**src/rtl/l1_pkg.sv**
```systemverilog
// -----------------------------------------------------------------------------
// l1_pkg
// Shared definitions for the L1 loss pipeline (per-sample loss stage and the
// batch-mean stage): fixed-point format, the loss word type and the
// batch-mean controller states.
// -----------------------------------------------------------------------------
package l1_pkg;

   localparam int IL = 8;   // integer bits of the fixed-point loss
   localparam int FL = 12;  // fraction bits of the fixed-point loss

   typedef logic signed [IL+FL-1:0] fixed_t;

   typedef enum logic [1:0] {
      IDLE,
      ACCUM,
      DIVIDE,
      DONE
   } state_t;

endpackage

```
**src/rtl/seq_divider.sv**
```systemverilog
// -----------------------------------------------------------------------------
// seq_divider
// Unsigned restoring divider, one quotient bit per clock, MSB first.
// A start pulse loads the dividend. W cycles later done pulses for one cycle
// and quotient holds the result until the next start. The remainder is kept
// internally only.
//
// Ports:
//   clk, reset   clock, synchronous active-high reset
//   start        load dividend and begin a division (priority over stepping)
//   dividend     W-bit unsigned dividend, sampled on start
//   divisor      W-bit unsigned divisor, must stay stable during the division
//   done         one-cycle pulse; quotient is final from this cycle on
//   quotient     W-bit unsigned quotient
// -----------------------------------------------------------------------------
module seq_divider #(
   parameter int W = 27
) (
   input  logic         clk,
   input  logic         reset,
   input  logic         start,
   input  logic [W-1:0] dividend,
   input  logic [W-1:0] divisor,
   output logic         done,
   output logic [W-1:0] quotient
);

   localparam int CW = $clog2(W+1);

   logic [W-1:0]  rem;
   logic [CW-1:0] bits_left;
   logic [W:0]    rem_shift;   // partial remainder with the next dividend bit
   logic [W-1:0]  rem_sub;

   // The quotient register doubles as the dividend shift register: its MSB
   // feeds the partial remainder while quotient bits enter at the LSB.
   always_comb begin
      rem_shift = {rem, quotient[W-1]};
      // Only used when rem_shift >= divisor, so the difference fits in W bits.
      rem_sub   = rem_shift[W-1:0] - divisor;
   end

   // NOTE: clocked state uses non-blocking assignments so every register
   // samples the pre-edge values, independent of statement order.
   always_ff @(posedge clk) begin
      if (reset) begin
         rem       <= '0;
         quotient  <= '0;
         bits_left <= '0;
         done      <= 1'b0;
      end else begin
         done <= 1'b0;
         if (start) begin
            quotient  <= dividend;
            rem       <= '0;
            bits_left <= CW'(W);
         end else if (bits_left != '0) begin
            if (rem_shift >= {1'b0, divisor}) begin
               rem      <= rem_sub;
               quotient <= {quotient[W-2:0], 1'b1};
            end else begin
               rem      <= rem_shift[W-1:0];
               quotient <= {quotient[W-2:0], 1'b0};
            end
            bits_left <= bits_left - CW'(1);
            done      <= (bits_left == CW'(1));
         end
      end
   end

endmodule

```
**src/rtl/l1_batch_mean.sv**
```systemverilog
// -----------------------------------------------------------------------------
// l1_batch_mean
// Accumulates one L1 loss per sample over a batch and returns the batch mean
// (truncated toward zero) through a valid/ready output.
//
// Ports:
//   clk, reset   clock, synchronous active-high reset
//   start        begins a batch; honoured only in IDLE
//   batch_size   number of samples, sampled on start
//   loss_valid   loss_in is valid
//   loss_in      signed per-sample loss (negative values count as 0)
//   loss_ready   sample accepted this cycle when loss_valid is high
//   mean_valid   mean_out is valid
//   mean_out     signed batch mean
//   mean_ready   consumer accepts mean_out
//   busy         high in any state other than IDLE
//   err_zero     sticky: start seen with batch_size == 0
//   err_neg      sticky: a negative loss was accepted
// -----------------------------------------------------------------------------
module l1_batch_mean #(
   parameter int IL        = l1_pkg::IL,
   parameter int FL        = l1_pkg::FL,
   parameter int BATCH_MAX = 64,
   parameter int BW        = $clog2(BATCH_MAX+1),
   parameter int ACCW      = IL + FL + BW
) (
   input  logic                    clk,
   input  logic                    reset,
   input  logic                    start,
   input  logic [BW-1:0]           batch_size,
   input  logic                    loss_valid,
   input  logic signed [IL+FL-1:0] loss_in,
   output logic                    loss_ready,
   output logic                    mean_valid,
   output logic signed [IL+FL-1:0] mean_out,
   input  logic                    mean_ready,
   output logic                    busy,
   output logic                    err_zero,
   output logic                    err_neg
);

   import l1_pkg::*;

   state_t            state, next_state;
   logic [ACCW-1:0]   acc;
   logic [ACCW-1:0]   acc_next;
   logic [BW-1:0]     count;
   logic [BW-1:0]     bsize;
   logic              accept;
   logic              last_sample;
   logic              div_done;
   logic [ACCW-1:0]   div_quotient;
   logic              unused_quot_hi;

   assign accept      = loss_valid && loss_ready;
   assign last_sample = accept && ((count + BW'(1)) == bsize);

   // Negative losses are clamped to zero before accumulation.
   assign acc_next = acc + (loss_in[IL+FL-1] ? '0 : {{(ACCW-IL-FL){1'b0}}, loss_in});

   // The mean never exceeds the largest sample, so the upper quotient bits
   // are always zero and are not carried to mean_out.
   assign unused_quot_hi = ^div_quotient[ACCW-1:IL+FL];

   // The divider is launched on the edge that accepts the final sample, using
   // the sum that includes it; it then needs ACCW cycles in DIVIDE.
   seq_divider #(
      .W(ACCW)
   ) u_div (
      .clk      (clk),
      .reset    (reset),
      .start    (last_sample),
      .dividend (acc_next),
      .divisor  ({{(ACCW-BW){1'b0}}, bsize}),
      .done     (div_done),
      .quotient (div_quotient)
   );

   // State register
   always_ff @(posedge clk) begin
      if (reset) state <= IDLE;
      else       state <= next_state;
   end

   // Next-state logic
   // NOTE: next_state gets a default before the case so no path leaves it
   // unassigned, which would otherwise infer a latch.
   always_comb begin
      next_state = state;
      case (state)
         IDLE:    if (start)       next_state = (batch_size == '0) ? DONE : ACCUM;
         ACCUM:   if (last_sample) next_state = DIVIDE;
         DIVIDE:  if (div_done)    next_state = DONE;
         DONE:    if (mean_ready)  next_state = IDLE;
         default:                  next_state = IDLE;
      endcase
   end

   // State-decoded outputs
   always_comb begin
      loss_ready = (state == ACCUM);
      mean_valid = (state == DONE);
      busy       = (state != IDLE);
   end

   // Batch datapath and sticky error flags
   always_ff @(posedge clk) begin
      if (reset) begin
         acc      <= '0;
         count    <= '0;
         bsize    <= '0;
         mean_out <= '0;
         err_zero <= 1'b0;
         err_neg  <= 1'b0;
      end else begin
         case (state)
            IDLE: begin
               if (start) begin
                  bsize    <= batch_size;
                  acc      <= '0;
                  count    <= '0;
                  err_neg  <= 1'b0;
                  err_zero <= (batch_size == '0);
                  if (batch_size == '0) mean_out <= '0;
               end
            end
            ACCUM: begin
               if (accept) begin
                  acc   <= acc_next;
                  count <= count + BW'(1);
                  if (loss_in[IL+FL-1]) err_neg <= 1'b1;
               end
            end
            DIVIDE: begin
               if (div_done) mean_out <= div_quotient[IL+FL-1:0];
            end
            default: ;
         endcase
      end
   end

endmodule

```
**config.mk**
```make
export PLATFORM = sky130hd
export DESIGN_NAME = l1_batch_mean
export DESIGN_NICKNAME = d
export VERILOG_FILES = /design/src/rtl/l1_pkg.sv /design/src/rtl/seq_divider.sv /design/src/rtl/l1_batch_mean.sv
export SDC_FILE = /design/constraint.sdc
export NUM_CORES = 1
export LEC_CHECK = 0
export CORE_MARGIN = 8
export CORE_UTILIZATION = 35
export DETAILED_ROUTE_END_ITERATION = 10
export SLEW_MARGIN = 20
export SYNTH_ARGS = -nofsm -noshare
export SYNTH_HDL_FRONTEND = slang
export SYNTH_SLANG_ARGS = --single-unit
```
**constraint.sdc**
```tcl
create_clock -name clk -period 4.15 [get_ports clk]
set_input_delay 1.0375 -clock clk [delete_from_list [all_inputs] [get_ports clk]]
set_output_delay 1.0375 -clock clk [all_outputs]
set_load 0.1 [all_outputs]
```
* Word level (Yosys, flattened, before mapping)
Index checks and enable logic that the tools add are counted.
Word-level totals: output and inout bits 25, word-level logic and storage cells 73, bits in registers 125, input bits 32
Operators by class: order comparisons 1, bitwise gates (word level) 1, $add $sub $neg 4, reduce and logical (&&, ||, !) cells 16, multiplexer cells 27, equal/unequal tests 12
Operators by type and width (count):
- 2-to-1 mux 27 bit | 5
- 2-to-1 mux 20 bit | 3
- one-hot mux 27 bit (2 select lines) | 1
- one-hot mux 20 bit (2 select lines) | 1
- >= comparator 28 x 7 -> 1 bit | 1
- adder 27 x 19 -> 27 bit | 1
- subtractor 27 x 7 -> 27 bit | 1
- 2-to-1 mux 19 bit | 1
- 2-to-1 mux 7 bit | 2
- one-hot mux 7 bit (2 select lines) | 1
- AND reduction 4 bit | 3
- 2-to-1 mux 2 bit | 5
- 2-to-1 mux 5 bit | 2
- != test 2 x 1 -> 1 bit, second input constant | 4
- one-hot mux 2 bit (4 select lines) | 1
- nonzero test 2 bit | 4
- adder 7 x 1 -> 7 bit, second input constant | 1
- equality test 7 bit | 1
- zero test 7 bit | 1
- != test 2 bit, second input constant | 3
- equality test 5 x 1 -> 1 bit, second input constant | 1
- nonzero test 5 bit | 1
- subtractor 5 x 1 -> 5 bit, second input constant | 1
- equality test 2 bit, second input constant | 2
- 10 further kinds | 14

* Longest topological paths before layout
word-level depth 5, mapped depth 11, mapped depth without buffers 10

* Modules after synthesis
From an unflattened synthesis, not the netlist that was laid out.
Unflattened totals: cells, all modules 1129, area, all modules 8578.2 µm²
Modules (own cells, without submodules):
- l1_batch_mean | instances 1, seq. area each 1301.2 µm², cells each 554, area each 4455.5 µm²
- seq_divider | instances 1, seq. area each 1201.2 µm², cells each 575, area each 4122.7 µm²

* Least setup slack after synthesis
Ideal clock, no wire load.
path type input -> register, from in loss_in[19], to reg u_div.quotient[20], cell stages on the path 11, path buffers 1, arrival 3.314 ns, setup slack 0.721 ns, data required time 4.035 ns, setup time 0.115 ns, path through clkbuf_1 > nor2b_1 > ha_1 > fa_1 > a211oi_1 > o21ai_0 > nand4b_1 > a21oi_1 > a21oi_1 > nor2_1 > a2111oi_0
On the way: cells in the longest elaborated chain, start to end 3
Ends and longest elaborated chain:
- start, declared | line l1_batch_mean.sv:32 | input logic signed [IL+FL-1:0] loss_in,
- 2-to-1 mux 19 bit | line l1_batch_mean.sv:59 | assign acc_next = acc + (loss_in[IL+FL-1] ? '0 : {{(ACCW-IL-FL){1'b0}}, loss_in});
- adder 27 x 19 -> 27 bit | line l1_batch_mean.sv:59
- 2-to-1 mux 27 bit | line seq_divider.sv:53 | if (start) begin
- end signal, assigned | line seq_divider.sv:54 | quotient <= dividend;
- end signal, assigned | line seq_divider.sv:60 | quotient <= {quotient[W-2:0], 1'b1};
- end signal, assigned | line seq_divider.sv:63 | quotient <= {quotient[W-2:0], 1'b0};
- end, declared | line seq_divider.sv:25 | output logic [W-1:0] quotient
Every way passes these cells. A chain may end at the register's enable or synchronous reset.

* Worst setup path in the final report
Ends and elaborated chain as after synthesis.

==> summary.txt <==
Crit path arrival time = 3980 ps
slack of the critical path = 441 ps
simple-gate portion of the synthesized area = 25.1%
adder-cell area share of the yosys netlist = 6.58%
cts bufs inserted = 17
gr busiest metal = met2
Die Width = 158 um
mux contribution to synthesized area = 0.425%
Routed WL = 19000 um
Clock Tree Buf Depth = 2
Pre-Repair DR Iteration Count = 5
die area = 25000 um2
Fin Clk Skew = 12.2 ps
number of global-route vias before repair = 6375
I/O pins = 57
Hold/Removal Path Class = flip-flop to flip-flop
syn nets = 950
status = completed
post-CTS setup buffers = 0
Setup CP Type = input port to flip-flop
Final Instance Area = 8580 um2
initial DRC count = 297
top area cells in the synthesized netlist = dfxtp_1 (35%), ha_1 (6.0%), nand2_1 (5.6%)
CP Launch Type = input port
leakage = 3.22 nW
Syn-to-layout area delta = 21.4%
cell count after synthesis = 882
vias per cell = 5.29
# rows = 52
PD cells = 597 nW/um2
Slew headroom = 31.4%
H-tree levels = 4
Worst-path clk slew = 60 ps
post-CTS sizing = 0
largest family of logic cells by synthesized area = simple AND/OR/NAND/NOR gates
Die Y-Extent = 158 um
multi-input logic area = 4350 um2
number of synthesized flops with an enable pin = 0
asr flop ratio synth = 0%
area post-placement = 8010 um2
worst skew pair latency = 420 ps
share of cells above drive strength 1 = 8.04%
Slowest-stage cell, CP = clkdlybuf4s50_1
Worst Path Max Fanout = 20
GR Layer Usage met3 = 3.36%
final antenna-violating net count = 0
yosys warns = 0
# nets final = 1001
Syn Area/Cell = 8.02 um2
Ant. Diodes = 0
Root Driver = clkbuf_16
core area = 20000 um2
worst vdd ir = 0.000361 V
initial antenna violation count = 0
most used cell, CP = a21oi_1
Initial Utilization = 35.3%
Worst-Margin Slew = 1030 ps
Post-synth top flop = dfxtp_1
DRC violations left = 0
GRT overflow = 0
Vias = 6430
PortBufs = 56
met2 usage = 27.6%
post-synth cell types = 61
count leader, synth = dfxtp_1
cell accounting for the most synthesized area = dfxtp_1
Max stage delay on crit path = 500 ps
Register Area = 2500 um2
Final Setup Violations = 0
sequential-to-total area share from yosys stat = 35.4%
Tcrit/Tclk final = 89.4%
first-pass GRT wire length = 31600 um
largest net degree at the start of global routing = 41
CP endpoint kind = flip-flop
worst endpoint required time = 4430 ps
RSZ-0062 raised after global routing = false
gr usage total = 15.8%
fillers = 2044
Synth Area in Compound Gates = 23.0%
hold buffer count at CTS = 0
detailed placement HPWL = 13300 um
Mapped Area = 7070 um2
CP Cell Sequence = clkdlybuf4s50_1 -> buf_12 -> nor2b_1 -> ha_1 -> fa_1 -> a211oi_1 -> o21ai_0 -> nand4b_1 -> a21oi_1 -> a21oi_1 -> nor2_1 -> a2111oi_0
clk sinks = 125
fin crit period = 3710 ps
drt wl/cell = 15.6 um
met1 GRT Util = 18.9%
final hold vios = 0
max-slew violation count = 0
final setup TNS = 0 ps
max-cap violation count = 0
CTS tree = done
placer congestion estimate = 0.851
Synth top cells by count = dfxtp_1 (125), nand2_1 (106), nor2_1 (97)
XOR/XNOR share of the synthesized area = 5.95%
pre-CTS setup slack = 76.5 ps
Synth top area share = 35.4%
Fmax = 270 MHz
Seq cells post-synth = 125
[power by group]
group | total, mW | switching (mW) | internal, mW
clock network | 1.45 | 0.600 | 0.850
logic | 2.12 | 1.34 | 0.784
registers | 1.56 | 0.174 | 1.38
[per-stage QoR]
step,hold WS (ps),instances,utilization [%],power [mW]
global placement,440,1184,40.0,3.68
finish,452,1215,42.8,5.12
global route,483,1215,42.8,5.48
CTS,456,1215,42.8,5.17
detailed placement,447,1184,40.0,3.69
floorplan,445,882,-,3.16
[metal layers]
layer	vias up	part of all wire, %	wire length (um)
met4	0	1.7	314
li1	3294	-	-
met1	3017	46	8760
met3	27	2.9	544
met5	-	0	0
met2	92	49	9390
[cell type report]
cell class | instances | area share [%]
Clock inverter | 13 | 1.54
Clock buffer | 18 | 5.12
Tap cell | 270 | 3.94
Timing Repair Buffer | 80 | 8.83
Sequential cell | 125 | 29.2
Multi-Input combinational cell | 692 | 50.7
Inverter | 17 | 0.743
[registers in the layout, indices dropped and copies added (netlist names), 2 cells and up]
name and cells:
acc 27, bsize 7, count 7, mean_out 20
state 2, u_div.bits_left 5, u_div.quotient 27, u_div.rem 27
[worst max-delay path, delay by kind of cell]
family	cells	cell delay, ps
AOI/OAI and AO/OA	5	1320
adders and majority gates	2	630
buffers and inverters	2	660
and+or+nand+nor	3	320
[cells by family after synthesis]
group,count (synthesis)
mux,3
fa+ha+maj,36
compound gates,236
simple gates,369
xor+xnor,48
buf+inv,65
flops,125
[worst paths after layout]
path | slack [ps] | to | start | depth (start not counted)
worst max-delay path | 440 | u_div.quotient[20] | loss_in[19] | 12
worst min-delay path | 450 | mean_out[15] | mean_out[15] | 2
worst max register to register | 1230 | u_div.rem[18] | bsize[2] | 9
worst min register to register | 450 | mean_out[15] | mean_out[15] | 2
[placed cells by master, fill, tap and decap left out, types with 6 or more instances in the layout]
master and n:
nand3_1 37, a211oi_1 31, a2111oi_0 6, dfxtp_1 125
a22oi_1 13, ha_1 34, clkdlybuf4s50_1 54, o21ai_0 23
clkbuf_16 17, xor2_1 14, and3_1 15, a21o_1 16
buf_4 23, a21oi_1 64, xnor2_1 34, nand2b_1 8
nand3b_1 6, o21a_1 9, nor2b_1 26, nor2_1 97
a311oi_1 20, a31oi_1 8, inv_1 17, nor4_1 12
a22o_1 7, nand2_1 106, nor3_1 26, or3_1 12
Note: power is estimated with default switching activity, not from simulation.
==> RTL edit, RTL diff (same flow settings) <==
The 4 states of `state_t` get a Gray code encoding in 2 bits.
--- a/src/rtl/l1_pkg.sv
+++ b/src/rtl/l1_pkg.sv
@@ -13,8 +13,8 @@
 
    typedef enum logic [1:0] {
-      IDLE,
-      ACCUM,
-      DIVIDE,
-      DONE
+      IDLE   = 2'b00,
+      ACCUM  = 2'b01,
+      DIVIDE = 2'b11,
+      DONE   = 2'b10
    } state_t;
 
Formal check against the unedited RTL: same outputs for any inputs over 10 cycles, from zero or initial values and one cycle with reset high; not proved beyond that.
==> RTL edit against the unedited design <==
- sequential cell count unchanged
- synthesized area down 0.32%
- power down 7.4%
- largest cell class unchanged
- count of clock-buffer cells in the layout up 1
- design area up 1.2%
- routed wire length up 1.5%
- setup slack better by 0.0094 ns
- clock skew about the same
==> RTL edit: results (changes against the unedited design) <==
| Metric | Value |
|---|---|
| Clock network power share | 0.354 (+0.071) |
| Switching power | 1.663 mW (-21%) |
| Nets | 1010 (+0.90%) |
| Reg2Reg Capture Point | u_div.rem[21]$_SDFFE_PP0P_ |
| Worst slew pin tran | 1.002 ns (-0.02370 ns) |
| Dpl cells | 1197 (+1.1%) |
| Share of power burned in registers | 0.317 (+0.014) |
| Crit-path max FO | 3 (-85%) |
| Top Consumer | the clock network |
| 1st-iter DRT viols | 496 (+67%) |
| Synth top cells by count | 133 x nand2_1, 125 x dfxtp_1, 83 x nor2_1 |
| Vias | 6578 (+2.3%) |
| Data arrival time of the worst path | 4.02 ns (+0.04 ns) |
| Peak supply drop | 0.2480 mV (-31%) |
| Global-route wire length before repair | 31990 um (+1.3%) |
| Post-DP HPWL | 13840 um (+3.9%) |
| Worst Skew | 0.01188 ns (-0.0003340 ns) |
| Post-synthesis cell type count | 64 (+4.9%) |
| Adder-Cell Fraction of Synth Area | 0.05894 (-0.006891) |
| R2R Path Start | u_div.rem[11]$_SDFFE_PP0P_ |
| Layout cells sized above 1 | 0.08551 (+0.005082) |
| Post-synthesis mux area share | 0.001598 (-0.002649) |
| Status | complete, no violations |
| Switching part of the total | 0.3503 (-0.06137) |
| Synth Area in Compound Gates | 0.2217 (-0.008496) |
| LEAKAGE | 3.215 nW (-0.25%) |
| Register area share after synthesis | 0.3551 (+0.001131) |
| Crit path capture | u_div.quotient[24]$_SDFFE_PP0P_ |
| Syn Inst Count | 889 (+0.79%) |
| GP Congestion | 0.9034 (+6.2%) |
-- RTL edit: cell types whose count changed in the layout (fill, tap and decap cells not counted), moves of 9 or more --
| cell | before | now |
|---|---|---|
| a21o_1 | 16 | 7 |
| a21oi_1 | 64 | 74 |
| buf_4 | 23 | 34 |
| nand2_1 | 106 | 133 |
| nor2_1 | 97 | 83 |
-- RTL edit: layer usage --
layer / GRT usage / vias to the layer above / wire length (um)
met2: 0.2472 / 144 / 8598
met4: 0.04805 / 0 / 206
met3: 0.03112 / 18 / 747
met1: 0.2209 / 3094 / 9744
met5: 0 / - / 0
li1: - / 3322 / -
-- RTL edit: how the worst min path moves through the flow --
stage          cells after the start                         to  slack, ns                 startpoint
2_1_floorplan                      2        acc[0]$_SDFFE_PP0P_       0.44        acc[0]$_SDFFE_PP0P_
3_3_place_gp                       2        acc[2]$_SDFFE_PP0P_       0.45        acc[2]$_SDFFE_PP0P_
3_5_place_dp                       2        acc[0]$_SDFFE_PP0P_       0.46        acc[0]$_SDFFE_PP0P_
4_1_cts                            2   mean_out[5]$_SDFFE_PP0P_       0.47   mean_out[5]$_SDFFE_PP0P_
5_1_grt                            2  mean_out[16]$_SDFFE_PP0P_       0.48  mean_out[16]$_SDFFE_PP0P_
6_report                           2   mean_out[5]$_SDFFE_PP0P_       0.46   mean_out[5]$_SDFFE_PP0P_
-- RTL edit: area by class of cell --
class,instances,area [um2],area share
Clock buffer,19,452.9,0.05214
Clock inverter,13,210.2,0.02420
Inverter,19,71.32,0.008210
Multi-Input combinational cell,694,4302,0.4952
Sequential cell,125,2502,0.2881
Tap cell,270,337.8,0.03889
Timing Repair Buffer,89,810.8,0.09333
-- RTL edit: worst min-delay path, cell delays in order (launching register included) --
cell and delay, ns:
dfxtp_1 0.30, nand3_1 0.06, a21oi_1 0.05
